--- config.mk ---
export PLATFORM = sky130hd
export DESIGN_NAME = hazard_ctrl
export DESIGN_NICKNAME = d
export VERILOG_FILES = /design/src/rtl/hazard_pkg.sv /design/src/rtl/hazard_mem_fsm.sv /design/src/rtl/hazard_ctrl.sv
export SDC_FILE = /design/constraint.sdc
export NUM_CORES = 1
export LEC_CHECK = 0
export CORE_MARGIN = 1.5
export CORE_UTILIZATION = 30
export DETAILED_ROUTE_END_ITERATION = 12
export PLACE_DENSITY = 0.51
export SETUP_SLACK_MARGIN = 0.1
export SYNTH_ARGS = -nofsm -noshare
export SYNTH_HDL_FRONTEND = slang
export SYNTH_SLANG_ARGS = --single-unit
--- constraint.sdc ---
create_clock -name sys_clk -period 2.3 [get_ports sys_clk]
set_input_delay 0.46 -clock sys_clk [delete_from_list [all_inputs] [get_ports sys_clk]]
set_output_delay 0.46 -clock sys_clk [all_outputs]
set_load 0.02 [all_outputs]
--- src/rtl/hazard_pkg.sv ---
// Shared types and encodings for the pipeline hazard controller.
package hazard_pkg;

   localparam int unsigned REG_W = 5;

   // EX operand source selects
   localparam logic [1:0] FWD_REG = 2'b00;
   localparam logic [1:0] FWD_MEM = 2'b01;
   localparam logic [1:0] FWD_WB  = 2'b10;
   localparam logic [1:0] FWD_RET = 2'b11;

   // Memory wait FSM state encoding
   typedef logic [0:0] mem_state_t;
   localparam mem_state_t ST_IDLE = 1'b0;
   localparam mem_state_t ST_WAIT = 1'b1;

   // One in-flight instruction as tracked by the scoreboard
   typedef struct packed {
      logic             valid;
      logic             wr_en;
      logic [REG_W-1:0] wr_id;
      logic             ld;
      logic             mem;
      logic [REG_W-1:0] rs;
      logic [REG_W-1:0] rt;
      logic             urs;
      logic             urt;
   } slot_t;

   // True when a valid writer targets the given source register
   function automatic logic wr_hit(input logic v, input logic we,
                                   input logic [REG_W-1:0] wid,
                                   input logic [REG_W-1:0] src);
      return v & we & (wid == src);
   endfunction

endpackage

--- src/rtl/hazard_mem_fsm.sv ---
// Data-memory wait tracking: freezes the pipeline while MEM waits, aborts on timeout.
module hazard_mem_fsm
   import hazard_pkg::*;
#(
   parameter int unsigned MEM_TIMEOUT = 16,
   parameter int unsigned TO_W        = 5
) (
   input  logic clk,
   input  logic rst,
   input  logic mem_active,
   input  logic dmem_ready,
   output logic freeze,
   output logic dmem_req,
   output logic mem_err
);

   mem_state_t      state_q, state_d;
   logic [TO_W-1:0] cnt_q, cnt_d;

   // State and wait-counter registers
   always_ff @(posedge clk) begin
      if (rst) begin
         state_q <= ST_IDLE;
         cnt_q   <= '0;
      end else begin
         state_q <= state_d;
         cnt_q   <= cnt_d;
      end
   end

   // Next state, freeze/request/abort decode
   always_comb begin
      state_d  = state_q;
      cnt_d    = cnt_q;
      freeze   = 1'b0;
      dmem_req = 1'b0;
      mem_err  = 1'b0;
      case (state_q)
         ST_IDLE: begin
            dmem_req = mem_active;
            if (mem_active && !dmem_ready) begin
               freeze  = 1'b1;
               state_d = ST_WAIT;
               cnt_d   = TO_W'(1);
            end
         end
         ST_WAIT: begin
            dmem_req = 1'b1;
            if (dmem_ready) begin
               state_d = ST_IDLE;
               cnt_d   = '0;
            end else if (cnt_q == TO_W'(MEM_TIMEOUT)) begin
               mem_err = !rst;
               state_d = ST_IDLE;
               cnt_d   = '0;
            end else begin
               freeze = 1'b1;
               cnt_d  = cnt_q + TO_W'(1);
            end
         end
         default: begin
            state_d = ST_IDLE;
            cnt_d   = '0;
         end
      endcase
   end

endmodule

--- src/rtl/hazard_ctrl.sv ---
// Pipeline sequencing: scoreboard, EX forwarding, stalls, flush and memory freeze.
module hazard_ctrl
   import hazard_pkg::*;
#(
   parameter int unsigned MEM_TIMEOUT = 16,
   parameter int unsigned TO_W        = 5
) (
   input  logic             sys_clk,
   input  logic             rst,
   input  logic             id_valid,
   input  logic [REG_W-1:0] id_rs_id,
   input  logic [REG_W-1:0] id_rt_id,
   input  logic             id_uses_rs,
   input  logic             id_uses_rt,
   input  logic             id_is_jr,
   input  logic             id_reg_write,
   input  logic [REG_W-1:0] id_wr_id,
   input  logic             id_mem_to_reg,
   input  logic             id_mem_write,
   input  logic             ex_redirect,
   input  logic             dmem_ready,
   output logic             stall_if_id,
   output logic             bubble_ex,
   output logic             flush_if_id,
   output logic             freeze,
   output logic             dmem_req,
   output logic [1:0]       fwd_a,
   output logic [1:0]       fwd_b,
   output logic             mem_err
);

   slot_t ex_q, ex_d, mem_q, mem_d, wb_q, wb_d, ret_q, ret_d;
   slot_t id_slot;
   logic  load_use, jr_haz;

   hazard_mem_fsm #(
      .MEM_TIMEOUT (MEM_TIMEOUT),
      .TO_W        (TO_W)
   ) u_mem_fsm (
      .clk        (sys_clk),
      .rst        (rst),
      .mem_active (mem_q.valid & mem_q.mem),
      .dmem_ready (dmem_ready),
      .freeze     (freeze),
      .dmem_req   (dmem_req),
      .mem_err    (mem_err)
   );

   // Scoreboard entry for the instruction in ID; $0 never counts as a write
   always_comb begin
      id_slot       = '0;
      id_slot.valid = id_valid;
      id_slot.wr_en = id_reg_write & (id_wr_id != '0);
      id_slot.wr_id = id_wr_id;
      id_slot.ld    = id_mem_to_reg;
      id_slot.mem   = id_mem_to_reg | id_mem_write;
      id_slot.rs    = id_rs_id;
      id_slot.rt    = id_rt_id;
      id_slot.urs   = id_uses_rs;
      id_slot.urt   = id_uses_rt;
   end

   // Load-use and jr hazards; redirect wins over stall, freeze silences both
   always_comb begin
      stall_if_id = 1'b0;
      bubble_ex   = 1'b0;
      flush_if_id = 1'b0;
      load_use = id_valid & ex_q.valid & ex_q.ld &
                 ((wr_hit(1'b1, ex_q.wr_en, ex_q.wr_id, id_rs_id) & id_uses_rs) |
                  (wr_hit(1'b1, ex_q.wr_en, ex_q.wr_id, id_rt_id) & id_uses_rt));
      jr_haz   = id_valid & id_is_jr &
                 (wr_hit(ex_q.valid, ex_q.wr_en, ex_q.wr_id, id_rs_id) |
                  wr_hit(mem_q.valid, mem_q.wr_en & mem_q.ld, mem_q.wr_id, id_rs_id));
      if (!freeze) begin
         if (ex_redirect) begin
            flush_if_id = 1'b1;
            bubble_ex   = 1'b1;
         end else if (load_use || jr_haz) begin
            stall_if_id = 1'b1;
            bubble_ex   = 1'b1;
         end
      end
   end

   // EX operand forwarding, youngest producer first; loads never forward from MEM
   always_comb begin
      fwd_a = FWD_REG;
      fwd_b = FWD_REG;
      if (ex_q.valid && ex_q.urs) begin
         if (wr_hit(mem_q.valid, mem_q.wr_en & !mem_q.ld, mem_q.wr_id, ex_q.rs)) fwd_a = FWD_MEM;
         else if (wr_hit(wb_q.valid, wb_q.wr_en, wb_q.wr_id, ex_q.rs))          fwd_a = FWD_WB;
         else if (wr_hit(ret_q.valid, ret_q.wr_en, ret_q.wr_id, ex_q.rs))       fwd_a = FWD_RET;
      end
      if (ex_q.valid && ex_q.urt) begin
         if (wr_hit(mem_q.valid, mem_q.wr_en & !mem_q.ld, mem_q.wr_id, ex_q.rt)) fwd_b = FWD_MEM;
         else if (wr_hit(wb_q.valid, wb_q.wr_en, wb_q.wr_id, ex_q.rt))          fwd_b = FWD_WB;
         else if (wr_hit(ret_q.valid, ret_q.wr_en, ret_q.wr_id, ex_q.rt))       fwd_b = FWD_RET;
      end
   end

   // Slot advance; a timed-out access leaves MEM as a dead slot
   always_comb begin
      ex_d  = ex_q;
      mem_d = mem_q;
      wb_d  = wb_q;
      ret_d = ret_q;
      if (!freeze) begin
         ret_d = wb_q;
         wb_d  = mem_err ? '0 : mem_q;
         mem_d = ex_q;
         ex_d  = (bubble_ex || flush_if_id || !id_valid) ? '0 : id_slot;
      end
   end

   // Scoreboard registers
   always_ff @(posedge sys_clk) begin
      if (rst) begin
         ex_q  <= '0;
         mem_q <= '0;
         wb_q  <= '0;
         ret_q <= '0;
      end else begin
         ex_q  <= ex_d;
         mem_q <= mem_d;
         wb_q  <= wb_d;
         ret_q <= ret_d;
      end
   end

endmodule

==> flow_summary.json <==
{
  "hpwl_um": 5100,
  "clock_sinks": 50,
  "slew_viol_final": 0,
  "design_area_um2": 3640,
  "peakVddDrop_v": 0.000223,
  "critPathCaptureType": "output port",
  "synth_ff_type": "dfxtp_1",
  "power.density_nw_per_um2": 441,
  "finalCriticalPeriod_ns": 2.51,
  "ys_async_sr_fraction": 0,
  "required_ns": 1.84,
  "fmax_mhz": 398,
  "portBuffers": 35,
  "yosysMostFrequentCell": "dfxtp_1",
  "maxSlewHeadroom": 0.729,
  "grt_pass1_wl_um": 11000,
  "yosysUniqueCellTypes": 39,
  "critical_path_class": "in2out",
  "antenna_found_initial": 0,
  "finalHoldViolCount": 0,
  "drt-vias-per-instance": 4.82,
  "grt_pass1_vias": 2221,
  "finalClockSkew_ns": 0.00648,
  "wl_per_cell_um": 14.7,
  "worst_r2r_startpoint": "u_mem_fsm.cnt_q[0]",
  "finalCritPeriodShare": 1.09,
  "h-tree-depth": 2,
  "grt_setup_unrepaired": "yes",
  "clock_latency_ns": 0.30,
  "clockBufferDepth": 2,
  "place_area_um2": 3390,
  "instances_no_fill": 456,
  "place_ws_ns": -1.05,
  "synth.area.top_cells": "dfxtp_1 40%, xor2_1 10%, a22o_1 7.3%, mux2i_1 6.4%, xnor2_1 5.6%",
  "hp-class": "in2reg",
  "dr.pass1.iters": 4,
  "arrival_ns": 2.05,
  "tns_ns": -0.346,
  "synth_cells": 268,
  "p_leak_nw": 1.49,
  "synth_nets": 296,
  "holdCritStartpoint": "id_rs_id[0]",
  "num_rows": 33,
  "r2r_slack_ns": 0.23,
  "synth_edf_count": 0,
  "nNetsFinal": 380,
  "cts_inserted_buffers": 5,
  "drtAntennaViolNets": 0,
  "synth_area_per_cell_um2": 9.35,
  "drive_above_1_share": 0.356,
  "synth_common_cells": "50 x dfxtp_1, 30 x nor2_1, 29 x xor2_1, 21 x a22o_1",
  "dp_cells": 450,
  "cts_tree": "done",
  "hold_depth": 2,
  "die-area_um2": 8910,
  "diodes": 0,
  "setup_slack_ns": -0.214,
  "cts_root_buf": "clkbuf_8",
  "switching_share": 0.239,
  "hold_end": "ex_q[7]",
  "reg2reg_depth": 9,
  "drv_cap": 0,
  "netlist_area_um2": 2500,
  "die_h_um": 94.4,
  "setup_viol": 2,
  "area_delta_synth_final_pct": 45.5,
  "tightest_slew_ns": 0.406,
  "grt_max_degree": 26,
  "combPwrFrac": 0.122,
  "startpoint_type": "input pin",
  "drt_iter0_markers": 52,
  "violations": "negative setup slack",
  "ys_seq_area_frac": 0.400,
  "hold_buffers": 0,
  "start_util": 0.308,
  "internal_power_mw": 1.22,
  "core_um2": 8130,
  "switchingPower_uw": 384,
  "outcome": "complete, but fails checks",
  "drc_errors": 0,
  "yosys_warnings": 0,
  "num_vias": 2199,
  "io_pins": 36,
  "clk_pin_slew_ns": 0.09,
  "power_frac_seq": 0.558,
  "grt-ovfl-total": 0,
  "die_x_um": 94.4,
  "ys_ff_latch": 50,
  "yosysTopAreaCell": "dfxtp_1",
  "wirelength_um": 6710,
  "yosys.area.top_type_share": 0.400,
  "pwr-share-clk": 0.320,
  "worstReg2RegEnd": "ex_q[0]",
  "place.gp.congestion": 0.803,
  "grtUsageTotal": 0.160,
  "worstPathMaxFanout": 2
}
[how the worst max path moves through the flow]
stage                start           to  slack [ns]  cells past startpoint
2_1_floorplan  id_rs_id[3]  stall_if_id       -0.08                      5
3_3_place_gp   id_rs_id[3]  stall_if_id       -1.05                      7
3_5_place_dp   id_rt_id[3]  stall_if_id       -1.05                      7
4_1_cts           ex_q[16]    bubble_ex       -0.30                      7
5_1_grt        id_rs_id[3]  stall_if_id       -0.30                      7
6_report       id_rs_id[3]  stall_if_id       -0.21                      7
[critical path, stage by stage]
cell and delay [ns]:
dlygate4sd2_1 0.25, xor2_1 0.17, or4_1 0.49, nor4_2 0.25, nor3_2 0.10, nor4_2 0.15, buf_4 0.18
[area by class of cell]
type	count	area, um2
flip-flops and latches	50	1030
repair buffers	93	791
well taps	105	131
fillers	793	4490
multi-input cells	199	1600
inverters	3	11.3
clock buffers	6	82.6
[kinds of logic (layout without fill, tap and decap cells)]
group / count (synthesis) / in the layout / share of synthesized area
AO/OA/AOI/OAI: 45 / 45 / 0.139
adder cells (fa/ha/maj): 2 / 2 / 0.00999
AND/OR/NAND/NOR: 91 / 91 / 0.192
XOR/XNOR: 45 / 45 / 0.157
flip-flops: 50 / 50 / 0.400
multiplexers: 16 / 16 / 0.0639
buffers and inverters: 19 / 102 / 0.0375
[power groups by stage]
stage / registers, mW / logic (mW) / clock network [mW]
5_1_grt: 0.900 / 0.214 / 0.565
2_1_floorplan: 0.914 / 0.0733 / 0
3_3_place_gp: 0.916 / 0.191 / 0
3_5_place_dp: 0.916 / 0.192 / 0
4_1_cts: 0.896 / 0.193 / 0.535
6_report: 0.897 / 0.196 / 0.514
[per-layer routing]
layer	vias up	GRT usage	routed length [um]
met5	-	0	0
met2	34	0.274	3260
met3	12	0.0266	190
met4	0	0.0609	172
li1	1123	-	-
met1	1030	0.200	3090
[metrics by stage]
step | power [mW] | util | hold WS (ns)
floorplan | 0.987 | - | 0.443
global placement | 1.11 | 0.416 | 0.463
detailed placement | 1.11 | 0.416 | 0.466
CTS | 1.62 | 0.435 | 0.453
global route | 1.68 | 0.448 | 0.457
finish | 1.61 | 0.448 | 0.438
[what timing repair did]
item,4_1_cts,5_1_grt
setup endpoints to repair,30,19
resized for setup,83,35
pin swaps,17,13
setup buffers,0,0
[layout by cell type, fill, tap and decap left out, types with 10 or more instances in the layout]
| cell | count |
|---|---|
| a22o_1 | 21 |
| buf_4 | 57 |
| clkdlybuf4s50_1 | 14 |
| dfxtp_1 | 34 |
| dfxtp_2 | 14 |
| mux2i_1 | 16 |
| nand2_1 | 11 |
| nor2_1 | 30 |
| xnor2_1 | 10 |
| xor2_1 | 25 |
[sequential cells by signal, indices dropped and copies added (netlist names)]
register and count:
wb_q 7, ex_q 21, u_mem_fsm.cnt_q 5, mem_q 9
ret_q 7, u_mem_fsm.state_q 1
(Power assumes the default switching activity.)
